$ cat src/rtl/seg_time_pkg.sv
// Shared types and constants for the seven-segment time decoder.
package seg_time_pkg;

  localparam int unsigned SEG_W      = 7;
  localparam int unsigned TIME_W     = 6;
  localparam int unsigned DIG_W      = 4;
  localparam int unsigned MAX_HOUR   = 23;
  localparam int unsigned MAX_MINSEC = 59;

  // Digit patterns, bit order {a,b,c,d,e,f,g}, active-high
  localparam logic [SEG_W-1:0] SEG_0 = 7'b1111110;
  localparam logic [SEG_W-1:0] SEG_1 = 7'b0110000;
  localparam logic [SEG_W-1:0] SEG_2 = 7'b1101101;
  localparam logic [SEG_W-1:0] SEG_3 = 7'b1111001;
  localparam logic [SEG_W-1:0] SEG_4 = 7'b0110011;
  localparam logic [SEG_W-1:0] SEG_5 = 7'b1011011;
  localparam logic [SEG_W-1:0] SEG_6 = 7'b1011111;
  localparam logic [SEG_W-1:0] SEG_7 = 7'b1110000;
  localparam logic [SEG_W-1:0] SEG_8 = 7'b1111111;
  localparam logic [SEG_W-1:0] SEG_9 = 7'b1111011;

  typedef struct packed {
    logic [SEG_W-1:0] h1;
    logic [SEG_W-1:0] h2;
    logic [SEG_W-1:0] m1;
    logic [SEG_W-1:0] m2;
    logic [SEG_W-1:0] s1;
    logic [SEG_W-1:0] s2;
  } seg_frame_t;

  typedef struct packed {
    logic [TIME_W-1:0] hours;
    logic [TIME_W-1:0] mins;
    logic [TIME_W-1:0] secs;
  } hms_t;

  // One second later, wrapping 23:59:59 to 00:00:00
  function automatic hms_t time_inc(input hms_t t);
    hms_t r;
    r = t;
    if (t.secs != TIME_W'(MAX_MINSEC)) begin
      r.secs = t.secs + TIME_W'(1);
    end else begin
      r.secs = '0;
      if (t.mins != TIME_W'(MAX_MINSEC)) begin
        r.mins = t.mins + TIME_W'(1);
      end else begin
        r.mins  = '0;
        r.hours = (t.hours == TIME_W'(MAX_HOUR)) ? '0 : t.hours + TIME_W'(1);
      end
    end
    return r;
  endfunction

endpackage

$ cat src/rtl/seg_to_bcd.sv
// Combinational seven-segment pattern to decimal digit decoder.
module seg_to_bcd
  import seg_time_pkg::*;
(
  input  logic [SEG_W-1:0] seg,
  output logic [DIG_W-1:0] digit_c,
  output logic             legal_c
);

  // Map each legal pattern to its digit; anything else is flagged illegal
  always_comb begin
    digit_c = '0;
    legal_c = 1'b1;
    case (seg)
      SEG_0:   digit_c = DIG_W'(0);
      SEG_1:   digit_c = DIG_W'(1);
      SEG_2:   digit_c = DIG_W'(2);
      SEG_3:   digit_c = DIG_W'(3);
      SEG_4:   digit_c = DIG_W'(4);
      SEG_5:   digit_c = DIG_W'(5);
      SEG_6:   digit_c = DIG_W'(6);
      SEG_7:   digit_c = DIG_W'(7);
      SEG_8:   digit_c = DIG_W'(8);
      SEG_9:   digit_c = DIG_W'(9);
      default: legal_c = 1'b0;
    endcase
  end

endmodule

$ cat src/rtl/seg_time_decoder.sv
// Seven-segment clock display decoder: captures a six-digit frame, waits for
// it to be stable, then decodes it to binary hours/minutes/seconds.
// Optional continuity checker enabled by SEG_TIME_DECODER_SEQ_CHECK_EN.
module seg_time_decoder
  import seg_time_pkg::*;
#(
  parameter int unsigned STABLE_CYCLES = 2
) (
  input  logic              clk,
  input  logic              reset,
  input  logic [SEG_W-1:0]  segh1,
  input  logic [SEG_W-1:0]  segh2,
  input  logic [SEG_W-1:0]  segm1,
  input  logic [SEG_W-1:0]  segm2,
  input  logic [SEG_W-1:0]  segs1,
  input  logic [SEG_W-1:0]  segs2,
  output logic [TIME_W-1:0] hours,
  output logic [TIME_W-1:0] mins,
  output logic [TIME_W-1:0] secs,
  output logic              time_valid,
  output logic              tick,
  output logic              dec_err,
  output logic              seq_err
);

  localparam int unsigned       CNT_W   = 4;
  localparam logic [CNT_W-1:0]  CNT_MAX = CNT_W'(STABLE_CYCLES);
  localparam logic [CNT_W-1:0]  CNT_PRE = CNT_W'(STABLE_CYCLES - 1);

  seg_frame_t        frame_c;
  seg_frame_t        cap_q;
  seg_frame_t        prev_q;
  logic              cap_vld_q;
  logic              prev_vld_q;
  logic [CNT_W-1:0]  cnt_q;
  logic              same_c;
  logic              accept_c;

  logic [SEG_W-1:0]  pat_c   [6];
  logic [DIG_W-1:0]  dig_c   [6];
  logic [5:0]        leg_c;
  hms_t              dec_c;
  logic              legal_c;

  logic              acc_q;
  logic              legal_q;
  hms_t              dec_q;
  hms_t              held_c;
  logic              differs_c;

  assign frame_c = {segh1, segh2, segm1, segm2, segs1, segs2};

  // The valid flags keep the reset contents of the capture pair from looking
  // like a stable frame, so the first capture after reset always starts fresh.
  assign same_c   = prev_vld_q && (cap_q == prev_q);
  assign accept_c = same_c && (cnt_q == CNT_PRE);

  // Capture stage and stability counter
  always_ff @(posedge clk) begin
    if (!reset) begin
      cap_q      <= '0;
      prev_q     <= '0;
      cap_vld_q  <= 1'b0;
      prev_vld_q <= 1'b0;
      cnt_q      <= '0;
    end else begin
      cap_q      <= frame_c;
      prev_q     <= cap_q;
      cap_vld_q  <= 1'b1;
      prev_vld_q <= cap_vld_q;
      if (!same_c) begin
        cnt_q <= '0;
      end else if (cnt_q != CNT_MAX) begin
        cnt_q <= cnt_q + CNT_W'(1);
      end
    end
  end

  assign pat_c[0] = cap_q.h1;
  assign pat_c[1] = cap_q.h2;
  assign pat_c[2] = cap_q.m1;
  assign pat_c[3] = cap_q.m2;
  assign pat_c[4] = cap_q.s1;
  assign pat_c[5] = cap_q.s2;

  for (genvar gi = 0; gi < 6; gi++) begin : g_dig
    seg_to_bcd u_dig (
      .seg     (pat_c[gi]),
      .digit_c (dig_c[gi]),
      .legal_c (leg_c[gi])
    );
  end

  // Field conversion and range checks on the captured frame
  always_comb begin
    dec_c       = '0;
    dec_c.hours = TIME_W'(dig_c[0]) * TIME_W'(10) + TIME_W'(dig_c[1]);
    dec_c.mins  = TIME_W'(dig_c[2]) * TIME_W'(10) + TIME_W'(dig_c[3]);
    dec_c.secs  = TIME_W'(dig_c[4]) * TIME_W'(10) + TIME_W'(dig_c[5]);
    legal_c     = (&leg_c)
                  && (dig_c[0] <= DIG_W'(2))
                  && (dec_c.hours <= TIME_W'(MAX_HOUR))
                  && (dig_c[2] <= DIG_W'(5))
                  && (dig_c[4] <= DIG_W'(5));
  end

  // Decode register: latches the frame on the acceptance cycle
  always_ff @(posedge clk) begin
    if (!reset) begin
      acc_q   <= 1'b0;
      legal_q <= 1'b0;
      dec_q   <= '0;
    end else begin
      acc_q <= accept_c;
      if (accept_c) begin
        legal_q <= legal_c;
        dec_q   <= dec_c;
      end
    end
  end

  assign held_c    = {hours, mins, secs};
  assign differs_c = (dec_q != held_c);

  // Output stage: load legal time or flag an illegal frame
  always_ff @(posedge clk) begin
    if (!reset) begin
      hours      <= '0;
      mins       <= '0;
      secs       <= '0;
      time_valid <= 1'b0;
      dec_err    <= 1'b0;
      tick       <= 1'b0;
    end else begin
      tick <= 1'b0;
      if (acc_q) begin
        if (legal_q) begin
          hours      <= dec_q.hours;
          mins       <= dec_q.mins;
          secs       <= dec_q.secs;
          time_valid <= 1'b1;
          dec_err    <= 1'b0;
          tick       <= differs_c;
        end else begin
          time_valid <= 1'b0;
          dec_err    <= 1'b1;
        end
      end
    end
  end

`ifdef SEG_TIME_DECODER_SEQ_CHECK_EN
  // Continuity: a new legal time following a legal time must be held + 1 s
  always_ff @(posedge clk) begin
    if (!reset) begin
      seq_err <= 1'b0;
    end else begin
      seq_err <= acc_q && legal_q && differs_c && time_valid
                 && (dec_q != time_inc(held_c));
    end
  end
`else
  assign seq_err = 1'b0;
`endif

endmodule

$ cat config.mk
export PLATFORM = sky130hd
export DESIGN_NAME = seg_time_decoder
export DESIGN_NICKNAME = d
export VERILOG_FILES = /design/src/rtl/seg_time_pkg.sv /design/src/rtl/seg_to_bcd.sv /design/src/rtl/seg_time_decoder.sv
export SDC_FILE = /design/constraint.sdc
export NUM_CORES = 1
export LEC_CHECK = 0
export BUFFER_PORTS_ARGS = -buffer_cell sky130_fd_sc_hd__buf_2
export CORE_MARGIN = 10
export CORE_UTILIZATION = 38
export CTS_CLUSTER_DIAMETER = 40
export DETAILED_ROUTE_END_ITERATION = 7
export SKIP_LAST_GASP = 1
export SLEW_MARGIN = 20
export SYNTH_ARGS = -nofsm -noshare
export SYNTH_HDL_FRONTEND = slang
export SYNTH_SLANG_ARGS = --single-unit
$ cat constraint.sdc
create_clock -name clk -period 6.5 [get_ports clk]
set_input_delay 0.65 -clock clk [delete_from_list [all_inputs] [get_ports clk]]
set_output_delay 0.65 -clock clk [all_outputs]
set_load 0.03 [all_outputs]
**Word level (Yosys, flattened, before mapping)**

Cells that the tools add are included.

- Add/subtract/negate cells: 4
- Multiply operators: 3
- $lt $le $gt $ge: 4
- Equal/unequal tests: 64
- Multiplexer cells: 15
- Reduce and logical (&&, ||, !) cells: 16

Operator list:

| cell | count |
|---|---|
| 7-bit == test, second input constant | 48 |
| 4-bit case mux with 9 select lines | 6 |
| 7-bit by 6-bit == test with 1-bit output, second input constant | 12 |
| 10-bit OR reduction | 6 |
| 42-bit == test | 1 |
| 6-bit by 4-bit adder with 6-bit output | 3 |
| 18-bit inequality test | 1 |
| 4-bit by 3-bit multiplier with 5-bit output, second input constant | 3 |
| 1-bit two-way mux | 9 |
| 4-bit by 3-bit less-or-equal comparator with 1-bit output, second input constant | 2 |
| 6-bit by 5-bit less-or-equal comparator with 1-bit output, second input constant | 1 |
| 1-bit logical AND | 6 |
| 6-bit AND reduction | 1 |
| 4-bit by 1-bit adder with 4-bit output, second input constant | 1 |
| 4-bit by 1-bit == test with 1-bit output, second input constant | 1 |
| 4-bit by 2-bit less-or-equal comparator with 1-bit output, second input constant | 1 |
| 4-bit by 2-bit inequality test with 1-bit output, second input constant | 1 |
| 2-bit AND reduction | 2 |
| 3-bit AND reduction | 1 |

- Bits in registers: 131
- Bits of input ports: 44
- Logic and storage cells: 132

**Logic depth before layout (Yosys ltp)**

- Word-level depth: 8
- Gate-level depth with buffers: 16
- Mapped depth without buffers: 15

**Modules after synthesis**

From an unflattened synthesis, not the netlist that was laid out.

- Cell total of the unflattened synthesis: 635
- Area total of the unflattened synthesis: 6254.7 um^2

Modules (own cells, without submodules):

| module | instances | cells an instance | area each (um^2) | sequential area each (um^2) |
|---|---|---|---|---|
| seg_time_decoder | 1 | 491 | 5241.3 | 2622.5 |
| seg_to_bcd | 6 | 24 | 168.9 | 0.0 |

**Worst setup path before layout**

OpenSTA, ideal clock, no wires.

- Path kind: register to register
- From: reg cap_q[21] (netlist name)
- To: reg dec_q[11] (netlist name)
- Arrival: 2775 ps
- Setup slack: 3609 ps
- Cell stages (with the launch flop): 14
- Buffers on the path: 1
- Period minus slack after synthesis: 2891 ps
- Cells stage by stage: dfxtp_1 > clkbuf_1 > or4b_2 > o22ai_1 > a21oi_1 > o22a_1 > inv_1 > ha_1 > ha_1 > o21ai_0 > xnor2_1 > xnor2_1 > mux2i_1 > nor2b_1

- Longest elaborated chain between the ends: 4
- Elaborated cells on any way between the ends: 15
- Classes of those cells: 1 x add/sub; 1 x mul; 10 x eq/ne; 1 x mux; 2 x reduce/logical

Ends and longest elaborated chain:

| item | RTL line | text |
|---|---|---|
| from (decl) | seg_time_decoder.sv:31 | `seg_frame_t cap_q;` |
| from (signal assigned) | seg_time_decoder.sv:67 | `cap_q <= frame_c;` |
| 7-bit == test or 7-bit by 6-bit == test with 1-bit output (tied branches) | seg_to_bcd.sv:14 | `case (seg)` |
| 4-bit case mux with 9 select lines | seg_to_bcd.sv:14 |  |
| 4-bit by 3-bit multiplier with 5-bit output | seg_time_decoder.sv:98 | `dec_c.mins = TIME_W'(dig_c[2]) * TIME_W'(10) + TIME_W'(dig_c[3]);` |
| 6-bit by 4-bit adder with 6-bit output | seg_time_decoder.sv:98 |  |
| to (signal assigned) | seg_time_decoder.sv:112 | `dec_q <= '0;` |
| to (signal assigned) | seg_time_decoder.sv:117 | `dec_q <= dec_c;` |
| to (decl) | seg_time_decoder.sv:47 | `hms_t dec_q;` |

Several ways; a longest one is shown, not always the timed one.
A chain may end at the register's enable or synchronous reset.

**Worst setup path in the final report**

- From: reg cap_q[35] (netlist name)
- To: reg legal_q

- Longest elaborated chain between the ends: 8
- Elaborated cells on any way between the ends: 25
- Classes of those cells: 1 x add/sub; 1 x mul; 2 x order compare; 11 x eq/ne; 2 x mux; 8 x reduce/logical

Ends and longest elaborated chain:

| item | RTL line | text |
|---|---|---|
| 7-bit == test or 7-bit by 6-bit == test with 1-bit output (tied branches) | seg_to_bcd.sv:14 |  |
| 4-bit case mux with 9 select lines or 10-bit OR reduction (tied branches) | n/a |  |
| 4-bit by 3-bit multiplier with 5-bit output or 1-bit two-way mux (tied branches) | seg_time_decoder.sv:97, seg_to_bcd.sv:14 |  |
| 6-bit by 4-bit adder with 6-bit output or 6-bit AND reduction (tied branches) | seg_time_decoder.sv:97, seg_time_decoder.sv:100 |  |
| 6-bit by 5-bit less-or-equal comparator with 1-bit output or 1-bit logical AND (tied branches) | seg_time_decoder.sv:102, seg_time_decoder.sv:101 |  |
| 1-bit logical AND | seg_time_decoder.sv:102 | `&& (dec_c.hours <= TIME_W'(MAX_HOUR))` |
| 1-bit logical AND | seg_time_decoder.sv:103 | `&& (dig_c[2] <= DIG_W'(5))` |
| 1-bit logical AND | seg_time_decoder.sv:104 | `&& (dig_c[4] <= DIG_W'(5));` |
| to (signal assigned) | seg_time_decoder.sv:116 | `legal_q <= legal_c;` |
| to (decl) | seg_time_decoder.sv:46 | `logic legal_q;` |

Several ways; a longest one is shown, not always the timed one.

==> impl_metrics.py <==
metrics = {
    "run_status": {
        "outcome": "completed",
    },
    "drt": {
        "antenna_left": 0,
        "drc": 0,
        "met3_wirelength_um": 718,
        "wl_um": 14300,
        "vias_per_cell": 5.01,
        "drt_iter0_drc": 258,
        "dr_wl_met2_um": 6210,
        "highest_layer": "met4",
        "wl_met1_um": 6900,
        "route.vias.total": 4709,
        "wl_per_cell_um": 15.2,
        "dr.pass1.iters": 4,
    },
    "grt": {
        "grt_pass1_vias": 4648,
        "grt_overflow": 0,
        "grt_antenna_before_repair": 0,
        "grt_max_degree": 110,
        "grt_pass1_wl_um": 23300,
        "grtUsageTotal_pct": 13.1,
    },
    "setup_path": {
        "crit_type": "reg -> reg",
        "cp_max_fo": 10,
        "start_kind": "register",
        "cp_top_family": "compound AO/OA/AOI/OAI gates",
        "crit_arrival_ns": 3.51,
        "slowest_delay_ns": 0.52,
        "critical-path-slowest-cell": "nor4_1",
        "required_ns": 6.85,
        "crit_buf_inv": 0,
        "path_cells": "nor4_1, a21o_1, a31o_2, ha_1, ha_1, nor2b_1, o21ai_0, xnor2_1, xnor2_1, o311a_1, o2111ai_1, mux2i_1",
        "crit_path_end_kind": "register",
    },
    "logic_synthesis": {
        "synth_top_cell_area_share_pct": 41.1,
        "synthMuxAreaShare_pct": 2.83,
        "syn_inst": 675,
        "synth_fa_ha_area_share_pct": 5.06,
        "synthArstFlopShare_pct": 0,
        "ys_seq_area_share_pct": 41.1,
        "synth_cell_types": 62,
        "yosysWarnings": 0,
        "synth-simple-area-share_pct": 23.5,
        "synthTopCellsByArea": "dfxtp_1 (41%), and2_1 (8.4%), xor2_1 (6.5%)",
        "ys_ff_latch": 131,
        "synth_nets": 743,
        "syn_area_per_cell_um2": 9.44,
        "synth_top_area_cell": "dfxtp_1",
        "synth_area_mm2": 0.00637,
        "synth_top_family_by_area": "simple AND/OR/NAND/NOR gates",
        "synth_compound_area_share_pct": 10.8,
        "synth-xor-area-share_pct": 11.3,
        "synth_flop_cell": "dfxtp_1",
        "synth_edf_count": 0,
    },
    "sta": {
        "slew_headroom_pct": 44.7,
        "finalHoldViolCount": 0,
        "slew_viol_final": 0,
        "tightest_slew_ns": 0.830,
        "fin_crit_sh_pct": 48.6,
        "fin_crit_ns": 3.16,
        "setup_tns_ns": 0,
        "fmax_mhz": 317,
        "finClkSkew_ns": 0.00732,
        "finalSetupViolCount": 0,
        "rsz0062_at_grt": "no",
    },
    "placement": {
        "portBuffers": 64,
        "gp_congestion": 0.864,
        "dp_cells": 907,
        "hpwlAfterDp_um": 10500,
    },
    "cts": {
        "cts_tree": "yes",
        "postCtsSetupBuffers": 0,
        "clk_latency_ns": 0.42,
        "cts_buffer_depth": 2,
        "htree_levels": 4,
        "cts_sinks": 131,
        "postCtsHoldBufs": 0,
        "clkSlewWorstSetupHoldPaths_ns": 0.06,
        "clockRootBuffer": "clkbuf_16",
        "numCtsBuffers": 17,
        "postCtsResizedCells": 0,
    },
    "final_layout": {
        "final_common_cell": "dfxtp_1",
        "final_cells": 939,
        "nNetsFinal": 774,
        "area_delta_synth_final_pct": 15.8,
        "antenna_cells": 0,
        "layout-drive-gt1-share_pct": 15.9,
        "mostFrequentLayoutCells": "dfxtp_1 (131), and2_1 (86), buf_2 (64)",
    },
    "power_and_ir_drop": {
        "p_leak_uw": 0.00318,
        "vdd_drop_max_mv": 0.189,
        "finalPower_uw": 2030,
        "p_per_area_mw_per_mm2": 276,
    },
    "floorplan": {
        "rows": 47,
        "fp.dieH_um": 150,
        "coreArea_mm2": 0.0165,
        "initial_utilization_pct": 38.6,
        "die_w_um": 150,
        "dieArea_mm2": 0.0224,
        "pin_count": 66,
    },
    "flow_run": {
        "cap_violations": 0,
    },
    "hold_path": {
        "hp-class": "in -> reg",
    },
}
worst paths after layout:
| kind | startpoint | end | slack, ns | depth (start not counted) |
|---|---|---|---|---|
| setup reg to reg | cap_q[35] | legal_q | 3.34 | 12 |
| hold / removal | segs2[3] | cap_q[3] | 0.43 | 2 |
| hold reg to reg | cap_vld_q | prev_vld_q | 0.43 | 1 |
| setup / recovery | cap_q[35] | legal_q | 3.34 | 12 |
power by group:
| group | switching [uW] | internal, uW | total, uW |
|---|---|---|---|
| sequential | 38.5 | 828 | 867 |
| combinational | 47.8 | 53.3 | 101 |
| clock | 371 | 696 | 1070 |
| total | 457 | 1580 | 2030 |
area by class of cell:
cell class	count	area [um2]
Sequential cell	131	2620
Timing Repair Buffer	67	343
Clock inverter	14	224
Fill cell	1548	9140
Inverter	18	67.6
Multi-Input combinational cell	471	3410
Clock buffer	18	439
Tap cell	220	275
kinds of logic after synthesis:
kind of cell,count (synthesis)
compound gates,97
xor+xnor,82
fa+ha+maj,24
buf+inv,73
flops,131
mux,18
other cells,1
simple gates,249
cell usage after synthesis, types with 3 or more instances:
library cell / instances
dfxtp_1: 131
and2_1: 86
xor2_1: 47
clkbuf_1: 40
xnor2_1: 35
nand2_1: 28
nor2b_1: 23
ha_1: 21
a22o_1: 18
inv_1: 18
mux2i_1: 18
nor2_1: 18
a21oi_1: 17
o21ai_0: 16
nand3_1: 15
nand2b_1: 12
nand4_1: 12
nor4_1: 11
nor3_1: 8
a31oi_1: 7
buf_6: 7
and3_1: 6
buf_2: 6
a21o_1: 4
nand3b_1: 4
o2111ai_1: 4
o22ai_1: 4
or3_1: 4
fa_1: 3
nor4_2: 3
o211a_1: 3
o32a_1: 3
sequential cells by signal (all words and copies together), names as in the netlist:
register    cells
acc_q           1
cap_q          42
cap_vld_q       1
cnt_q           4
dec_err         1
dec_q          18
hours           6
legal_q         1
mins            6
prev_q         42
prev_vld_q      1
secs            6
tick            1
time_valid      1
metal layers:
metal	global-route usage, %	up-vias
li1	-	2366
met1	16.9	2179
met2	19.5	133
met3	3.68	31
met4	6.58	0
met5	0	-
per-stage QoR:
step                      setup slack (ns)  cell area, um2  util, %  hold slack (ns)
final                                 3.34            7380     44.7            0.430
after global routing                  3.04            7380     44.7            0.426
after CTS                             3.35            7380     44.7            0.418
after detailed placement              3.39            6720     40.7            0.421
after global placement                3.53            6720     40.7            0.418
after floorplan                       3.61            6370        -            0.412
Power figures use the tool's default switching activity.
